==> config.mk <==
export PLATFORM = sky130hd
export DESIGN_NAME = next_pc_predictor_flat
export DESIGN_NICKNAME = d
export VERILOG_FILES = /design/src/rtl/bp_pkg.sv /design/src/rtl/next_pc_predictor_if.sv /design/src/rtl/btb_table.sv /design/src/rtl/next_pc_predictor.sv /design/src/flat_wrapper.sv
export SDC_FILE = /design/constraint.sdc
export NUM_CORES = 2
export LEC_CHECK = 0
export ABC_CLOCK_PERIOD_IN_PS = 13000
export BUFFER_PORTS_ARGS = -buffer_cell sky130_fd_sc_hd__buf_2
export CAP_MARGIN = 20
export CORE_AREA = 10 10 292 294
export CTS_BUF_LIST = sky130_fd_sc_hd__clkbuf_16
export CTS_CLUSTER_SIZE = 20
export DETAILED_ROUTE_END_ITERATION = 8
export DIE_AREA = 0 0 302 304
export PLACE_DENSITY = 0.85
export RECOVER_POWER = 50
export SLEW_MARGIN = 20
export SYNTH_ARGS = -nofsm -noshare
export SYNTH_HDL_FRONTEND = slang
export SYNTH_HIERARCHICAL = 1
export SYNTH_SLANG_ARGS = --single-unit
==> constraint.sdc <==
create_clock -name CLK -period 13 [get_ports CLK]
set_clock_uncertainty 0.15 [all_clocks]
set_input_delay 1.3 -clock CLK [delete_from_list [all_inputs] [get_ports CLK]]
set_output_delay 1.3 -clock CLK [all_outputs]
set_load 0.005 [all_outputs]
==> src/rtl/bp_pkg.sv <==
// Shared types and helpers for the fetch-side branch predictor.
// Defines the BTB entry layout, the direction counter and its update rule.
package bp_pkg;

  localparam int unsigned XLEN    = 32;
  localparam int unsigned ENTRIES = 16;
  localparam int unsigned IDX     = $clog2(ENTRIES);
  localparam int unsigned TAG_W   = XLEN - IDX - 2;

  typedef enum logic [1:0] {
    SNT = 2'd0,
    WNT = 2'd1,
    WT  = 2'd2,
    ST  = 2'd3
  } ctr_t;

  typedef struct packed {
    logic              valid;
    logic [TAG_W-1:0]  tag;
    logic [XLEN-1:0]   target;
    ctr_t              ctr;
  } btb_entry_t;

  localparam ctr_t CTR_RESET = WNT;
  localparam ctr_t CTR_ALLOC = WT;

  localparam btb_entry_t RESET_ENTRY = '{
    valid:  1'b0,
    tag:    '0,
    target: '0,
    ctr:    CTR_RESET
  };

  // Saturating step toward the resolved direction.
  function automatic ctr_t ctr_next(ctr_t c, logic taken);
    ctr_t n;
    n = c;
    if (taken) begin
      if (c != ST) n = ctr_t'(2'(c + 2'd1));
    end else begin
      if (c != SNT) n = ctr_t'(2'(c - 2'd1));
    end
    return n;
  endfunction

endpackage

==> src/rtl/next_pc_predictor_if.sv <==
// Fetch/execute-facing signal bundle for the next-PC predictor.
// master drives PC and training info; slave (the predictor) returns the next PC.
interface next_pc_predictor_if;
  import bp_pkg::*;

  logic [XLEN-1:0] pc;
  logic            stall;
  logic            redirect;
  logic [XLEN-1:0] redirect_pc;
  logic            upd_valid;
  logic [XLEN-1:0] upd_pc;
  logic            upd_taken;
  logic [XLEN-1:0] upd_target;
  logic [XLEN-1:0] pc_next;
  logic            hit;
  logic            pred_taken;

  modport master (
    output pc, stall, redirect, redirect_pc,
    output upd_valid, upd_pc, upd_taken, upd_target,
    input  pc_next, hit, pred_taken
  );

  modport slave (
    input  pc, stall, redirect, redirect_pc,
    input  upd_valid, upd_pc, upd_taken, upd_target,
    output pc_next, hit, pred_taken
  );

endinterface

==> src/rtl/btb_table.sv <==
// Direct-mapped BTB storage: combinational lookup port, combinational peek of
// the training index, and one synchronous write port. Reset clears every entry.
module btb_table
  import bp_pkg::*;
(
  input  logic             CLK,
  input  logic             reset,
  input  logic [IDX-1:0]   lk_idx,
  output btb_entry_t       lk_entry,
  input  logic [IDX-1:0]   wr_idx,
  output btb_entry_t       wr_cur,
  input  logic             wr_en,
  input  btb_entry_t       wr_entry
);

  btb_entry_t entries_q [ENTRIES];

  // Reset dominates any write presented in the same cycle.
  always_ff @(posedge CLK) begin
    if (reset) begin
      for (int unsigned i = 0; i < ENTRIES; i++) begin
        entries_q[i] <= RESET_ENTRY;
      end
    end else if (wr_en) begin
      entries_q[wr_idx] <= wr_entry;
    end
  end

  assign lk_entry = entries_q[lk_idx];
  assign wr_cur   = entries_q[wr_idx];

endmodule

==> src/rtl/next_pc_predictor.sv <==
// Next-PC generator: BTB lookup on the current PC, priority selection of the
// next fetch address, and training from resolved execute-stage outcomes.
module next_pc_predictor
  import bp_pkg::*;
(
  input  logic               CLK,
  input  logic               reset,
  next_pc_predictor_if.slave bus
);

  logic [IDX-1:0]   lk_idx;
  logic [TAG_W-1:0] lk_tag;
  logic [IDX-1:0]   upd_idx;
  logic [TAG_W-1:0] upd_tag;
  logic [XLEN-1:0]  pc_plus4;

  btb_entry_t lk_entry;
  btb_entry_t upd_cur;
  btb_entry_t wr_entry;
  logic       wr_en;
  logic       lk_hit;
  logic       upd_hit;

  assign lk_idx   = bus.pc[IDX+1:2];
  assign lk_tag   = bus.pc[XLEN-1:IDX+2];
  assign upd_idx  = bus.upd_pc[IDX+1:2];
  assign upd_tag  = bus.upd_pc[XLEN-1:IDX+2];
  assign pc_plus4 = bus.pc + XLEN'(4);

  assign lk_hit  = lk_entry.valid && (lk_entry.tag == lk_tag);
  assign upd_hit = upd_cur.valid && (upd_cur.tag == upd_tag);

  btb_table u_btb (
    .CLK      (CLK),
    .reset    (reset),
    .lk_idx   (lk_idx),
    .lk_entry (lk_entry),
    .wr_idx   (upd_idx),
    .wr_cur   (upd_cur),
    .wr_en    (wr_en),
    .wr_entry (wr_entry)
  );

  // Next fetch address: reset > redirect > stall > predicted target > pc+4.
  always_comb begin
    bus.hit        = 1'b0;
    bus.pred_taken = 1'b0;
    bus.pc_next    = pc_plus4;
    if (reset) begin
      bus.pc_next = '0;
    end else begin
      bus.hit        = lk_hit;
      bus.pred_taken = lk_hit && lk_entry.ctr[1];
      if (bus.redirect) begin
        bus.pc_next = bus.redirect_pc;
      end else if (bus.stall) begin
        bus.pc_next = bus.pc;
      end else if (lk_hit && lk_entry.ctr[1]) begin
        bus.pc_next = lk_entry.target;
      end
    end
  end

  // Training: hits move the counter, taken misses allocate, not-taken misses are dropped.
  always_comb begin
    wr_en    = 1'b0;
    wr_entry = upd_cur;
    if (bus.upd_valid) begin
      if (upd_hit) begin
        wr_en        = 1'b1;
        wr_entry.ctr = ctr_next(upd_cur.ctr, bus.upd_taken);
        if (bus.upd_taken) wr_entry.target = bus.upd_target;
      end else if (bus.upd_taken) begin
        wr_en    = 1'b1;
        wr_entry = '{
          valid:  1'b1,
          tag:    upd_tag,
          target: bus.upd_target,
          ctr:    CTR_ALLOC
        };
      end
    end
  end

endmodule
==> src/flat_wrapper.sv <==
// flat-port wrapper written by rule: the top's interface ports become plain ports
module next_pc_predictor_flat import bp_pkg::*;
  (CLK, reset, bus_pc, bus_stall, bus_redirect, bus_redirect_pc, bus_upd_valid, bus_upd_pc, bus_upd_taken, bus_upd_target, bus_pc_next, bus_hit, bus_pred_taken);
  next_pc_predictor_if bus_i ();
  input  logic CLK;
  input  logic reset;
  input wire logic [$bits(bus_i.pc)-1:0] bus_pc;
  input wire logic [$bits(bus_i.stall)-1:0] bus_stall;
  input wire logic [$bits(bus_i.redirect)-1:0] bus_redirect;
  input wire logic [$bits(bus_i.redirect_pc)-1:0] bus_redirect_pc;
  input wire logic [$bits(bus_i.upd_valid)-1:0] bus_upd_valid;
  input wire logic [$bits(bus_i.upd_pc)-1:0] bus_upd_pc;
  input wire logic [$bits(bus_i.upd_taken)-1:0] bus_upd_taken;
  input wire logic [$bits(bus_i.upd_target)-1:0] bus_upd_target;
  output wire logic [$bits(bus_i.pc_next)-1:0] bus_pc_next;
  output wire logic [$bits(bus_i.hit)-1:0] bus_hit;
  output wire logic [$bits(bus_i.pred_taken)-1:0] bus_pred_taken;
  assign bus_i.pc = bus_pc;
  assign bus_i.stall = bus_stall;
  assign bus_i.redirect = bus_redirect;
  assign bus_i.redirect_pc = bus_redirect_pc;
  assign bus_i.upd_valid = bus_upd_valid;
  assign bus_i.upd_pc = bus_upd_pc;
  assign bus_i.upd_taken = bus_upd_taken;
  assign bus_i.upd_target = bus_upd_target;
  assign bus_pc_next = bus_i.pc_next;
  assign bus_hit = bus_i.hit;
  assign bus_pred_taken = bus_i.pred_taken;
  next_pc_predictor u_core (.CLK(CLK), .reset(reset), .bus(bus_i));
endmodule
Yosys cells after proc, flatten, opt, wreduce, memory -nomap -nowiden

Memories as Yosys holds them, arrays and structs flattened.
Cells that the tools add are included.
W data, S select, Z words.

Bits in registers: 0
Bits in writable memories: 976
Input port bits: 134
Output and inout bits: 34
Logic and storage cells: 37
Memories kept: 1

Memory list:

| memory                 | words | width | read ports | clocked after memory_dff | wr ports | RTL line        | text |
|---|---|---|---|---|---|---|---|
| u_core.u_btb.entries_q | 16    | 61    | 2          | 0                        | 16       | btb_table.sv:16 | `btb_entry_t entries_q [ENTRIES];` |

Add/subtract/negate cells: 3
Equality and inequality tests: 3
Muxes and demuxes: 25
Reductions and logical operators: 5

Operators by type and width:

| kind                    | number |
|---|---|
| $mux W61                | 3 |
| $mux W32                | 5 |
| $reduce_or A61 Y1       | 1 |
| $eq A26 B26 Y1          | 2 |
| $mux W34                | 1 |
| $add A32 B3 Y32 const B | 1 |
| $mux W27                | 1 |
| $mux W1                 | 11 |
| $mux W2                 | 3 |
| $mux W4                 | 1 |
| $logic_and A1 B1 Y1     | 3 |
| $add A2 B1 Y2 const B   | 1 |
| $ne A2 B2 Y1 const B    | 1 |
| $reduce_bool A2 Y1      | 1 |
| $sub A2 B1 Y2 const B   | 1 |

Depth between registers and ports, before layout

An unclocked memory read counts as a cell.

Depth after elaboration: 10
Mapped depth: 16
Depth with buffers taken out: 11

Cells and area by module

Netlist, hierarchy kept.

By module, submodules not included:

| module            | instances | cells an instance | area an instance (µm²) | sequential area each (µm²) |
|---|---|---|---|---|
| btb_table         | 1         | 3,177             | 50,313.3               | 29,308.1 |
| next_pc_predictor | 1         | 439               | 3,134.3                | 0.0 |

Least setup slack after synthesis

OpenSTA, ideal clock, no wires.

Kind: input port to flip-flop
Start point: input bus_upd_pc[2]
End point: memory u_core/u_btb/entries_q[0][0] (netlist bit), enable pin
Library setup time: 392 ps
Data arrival time: 5,702 ps
Required time: 12,458 ps
Setup slack: 6,756 ps
Stages: 15
Path buffers: 4
Cells stage by stage: buf_2 buf_2 buf_2 mux4_2 a22oi_1 nand2_1 xnor2_1 nand4_1 or4_4 nor4_4 o21a_1 or4b_1 buf_2 nor3_4 or2_2

RTL lines:

| item        | RTL line           | text |
|---|---|---|
| from (decl) | flat_wrapper.sv:12 | `input wire logic [$bits(bus_i.upd_pc)-1:0] bus_upd_pc;` |
| to (decl)   | btb_table.sv:16    |  |

==> run_results.csv <==
group,metric,value,unit
outcome,status,"complete, but fails checks",
outcome,violations,"capacitance limit, slew limit",
sta,final.setup.tns,0,ns
setup_path,cp_max_fo,74,
drt,postRouteAntennaNets,0,
floorplan,io_pins,168,
clock_tree,cts.sinks,976,
global_routing,grt_pass1_vias,37970,
drt,vias,36680,
power,p_total,7.388,mW
placed_design,post_dp_cell_area,54790,µm²
clock_tree,cts_buffer_depth,3,
floorplan,die_x,302,µm
min_path,hold_start,"bus_upd_pc[26]",
drt,wl_per_cell,36.83,µm
global_routing,grt_usage,37.90,%
sta,tightest_slew,4.897,ns
floorplan,core,79640,µm²
sta,finalCritPeriodShare,85.81,%
finish,final_nets,3726,
power,p_leak,20.51,nW
finish,syn_to_final_growth,8.487,%
drt,routed_wirelength,174400,µm
job,maxCapViolCount,19,
drt,post_drt_via_cell_ratio,7.749,
global_routing,antenna_found_initial,9,
sta,drv_slew,635,
setup_path,arrival,11.52,ns
finish,drive_gt1_share,26.18,%
placed_design,dp_hpwl,95980,µm
setup_path,crit_path_start,"bus_upd_pc[2]",
finish,reg.largest.list,"u_core/u_btb/entries_q: 976 flops",
setup_path,critical_path_class,"in -> reg",
sta,timing.slew.headroom,-226.5,%
synthesis,netlist_area,53340,µm²
sta,finalSetupViolCount,0,
placed_design,dp_cells,4550,
finish,top_register,"u_core/u_btb/entries_q",
floorplan,die_h,304,µm
sta,whs,1.050,ns
sta,rsz0062_at_grt,"false",
clock_tree,cts_resized,0,
finish,design_area,57870,µm²
placed_design,portBuffers,165,
sta,min_period,11.16,ns
min_path,min_path_type,"in -> reg",
setup_path,r2r-start,"u_core/u_btb/entries_q[3][37]",
clock_tree,htreeDepth,3,
clock_tree,hold_buffers,0,
setup_path,crit_required,13.36,ns
clock_tree,clk_pin_slew,0.06,ns
synthesis,ys_warn_count,6,
clock_tree,numCtsBuffers,99,
global_routing,grt_pass1_wl,251300,µm
clock_tree,insertion_delay,0.69,ns
synthesis,syn_nets,3744,
drt,drc,0,
sta,fmax,0.08964,GHz
global_routing,grt_max_degree,105,
global_routing,overflow,0,
power,peakVddDrop,112.4,µV
synthesis,avgSynthCellArea,14.78,µm²
power,pwr_density_cell,127.7,nW/µm²
clock_tree,cts_root_buffer,"clkbuf_16",
finish,largest_reg_flops,976,
setup_path,critPathLaunchType,"primary input",
clock_tree,post_cts_buffers,0,
drt,dr.pass1.iters,9,
drt,drt-initial-drc-count,6287,
floorplan,die-area,91810,µm²
finish,fill_cells,4761,
synthesis,syn_inst,3609,
floorplan,start_util,66.98,%
finish,instances_no_fill,4734,
clock_tree,cts_tree,"yes",
placed_design,gp_congestion,0.9117,
floorplan,rows,104,
setup_path,endpoint_kind,"register",
sta,hold_viol_final,0,
[layer usage]
layer | GRT usage [%] | share of wire, % | vias to the layer above | wire [µm]
met3 | 17.31 | 19 | 974 | 32410
met5 | 0 | 0.079 | - | 138
li1 | - | - | 13870 | -
met2 | 54.90 | 44 | 3819 | 76260
met1 | 46.66 | 30 | 18010 | 53070
met4 | 22.00 | 7.2 | 15 | 12480
[cell usage in the layout, fill, tap and decap left out, drive strengths merged, types with 2 or more instances in the layout]
master and count:
nand4bb 2, clkinv 40, diode 7, o311ai 2
mux2i 6, a22oi 242, o22ai 13, mux2 67
nand2 164, and3 3, nor3 9, nor4 5
a21oi 53, nor2b 4, mux4 484, a211o 7
clkbuf 112, buf 230, bufinv 11, nand2b 10
o221ai 3, and2 967, a2111oi 2, or4 2
a21boi 2, or3 15, inv 38, clkinvlp 3
edfxtp 976, nand4 24, xnor2 51, or2 20
xor2 4, o31ai 3, o21ai 23, nor2 33
nand3 14, a211oi 3, a31oi 3
[area by class of cell]
class	instances	area, µm²	share of cell area, %
flip-flops and latches	976	29310	50.65
multi-input cells	2257	22550	38.97
clock buffers	103	2577	4.454
repair buffers	239	1404	2.426
well taps	1060	1326	2.292
clock inverters	74	613.1	1.060
inverters	18	67.56	0.1168
diodes	7	17.52	0.03027
[report_power, final]
group          total (mW)  switching (mW)  internal (mW)
combinational       0.891           0.562          0.329
clock                2.86            1.22           1.64
sequential           3.63          0.0596           3.58
total                7.39            1.84           5.54
[metrics by stage]
step	setup slack, ns	util, %
2_1_floorplan	6.756	-
3_3_place_gp	3.803	68.80
3_5_place_dp	3.669	68.80
4_1_cts	4.329	72.81
5_1_grt	1.962	72.64
6_report	1.844	72.66
[worst max-delay path, cell delays in order]
cell and delay [ns]:
buf_8 0.60, buf_4 0.76, mux4_2 0.60, a22oi_1 0.24, nand2_1 0.12, xnor2_1 0.50, nand4_1 0.16, or4_2 0.66
nor4_1 1.40, o21a_1 0.30, nand4bb_1 0.44, nor2_1 0.32, clkbuf_1 3.37, and2_1 0.44
[final timing paths]
path                                                       end  slack (ns)  cells past startpoint
worst max-delay path             u_core/u_btb/entries_q[5][29]        1.84                     14
worst min-delay path            u_core/u_btb/entries_q[13][54]        1.05                      3
worst max register to register   u_core/u_btb/entries_q[5][29]        3.75                     12
worst min register to register   u_core/u_btb/entries_q[4][24]        1.05                      5
(Power assumes the default switching activity.)
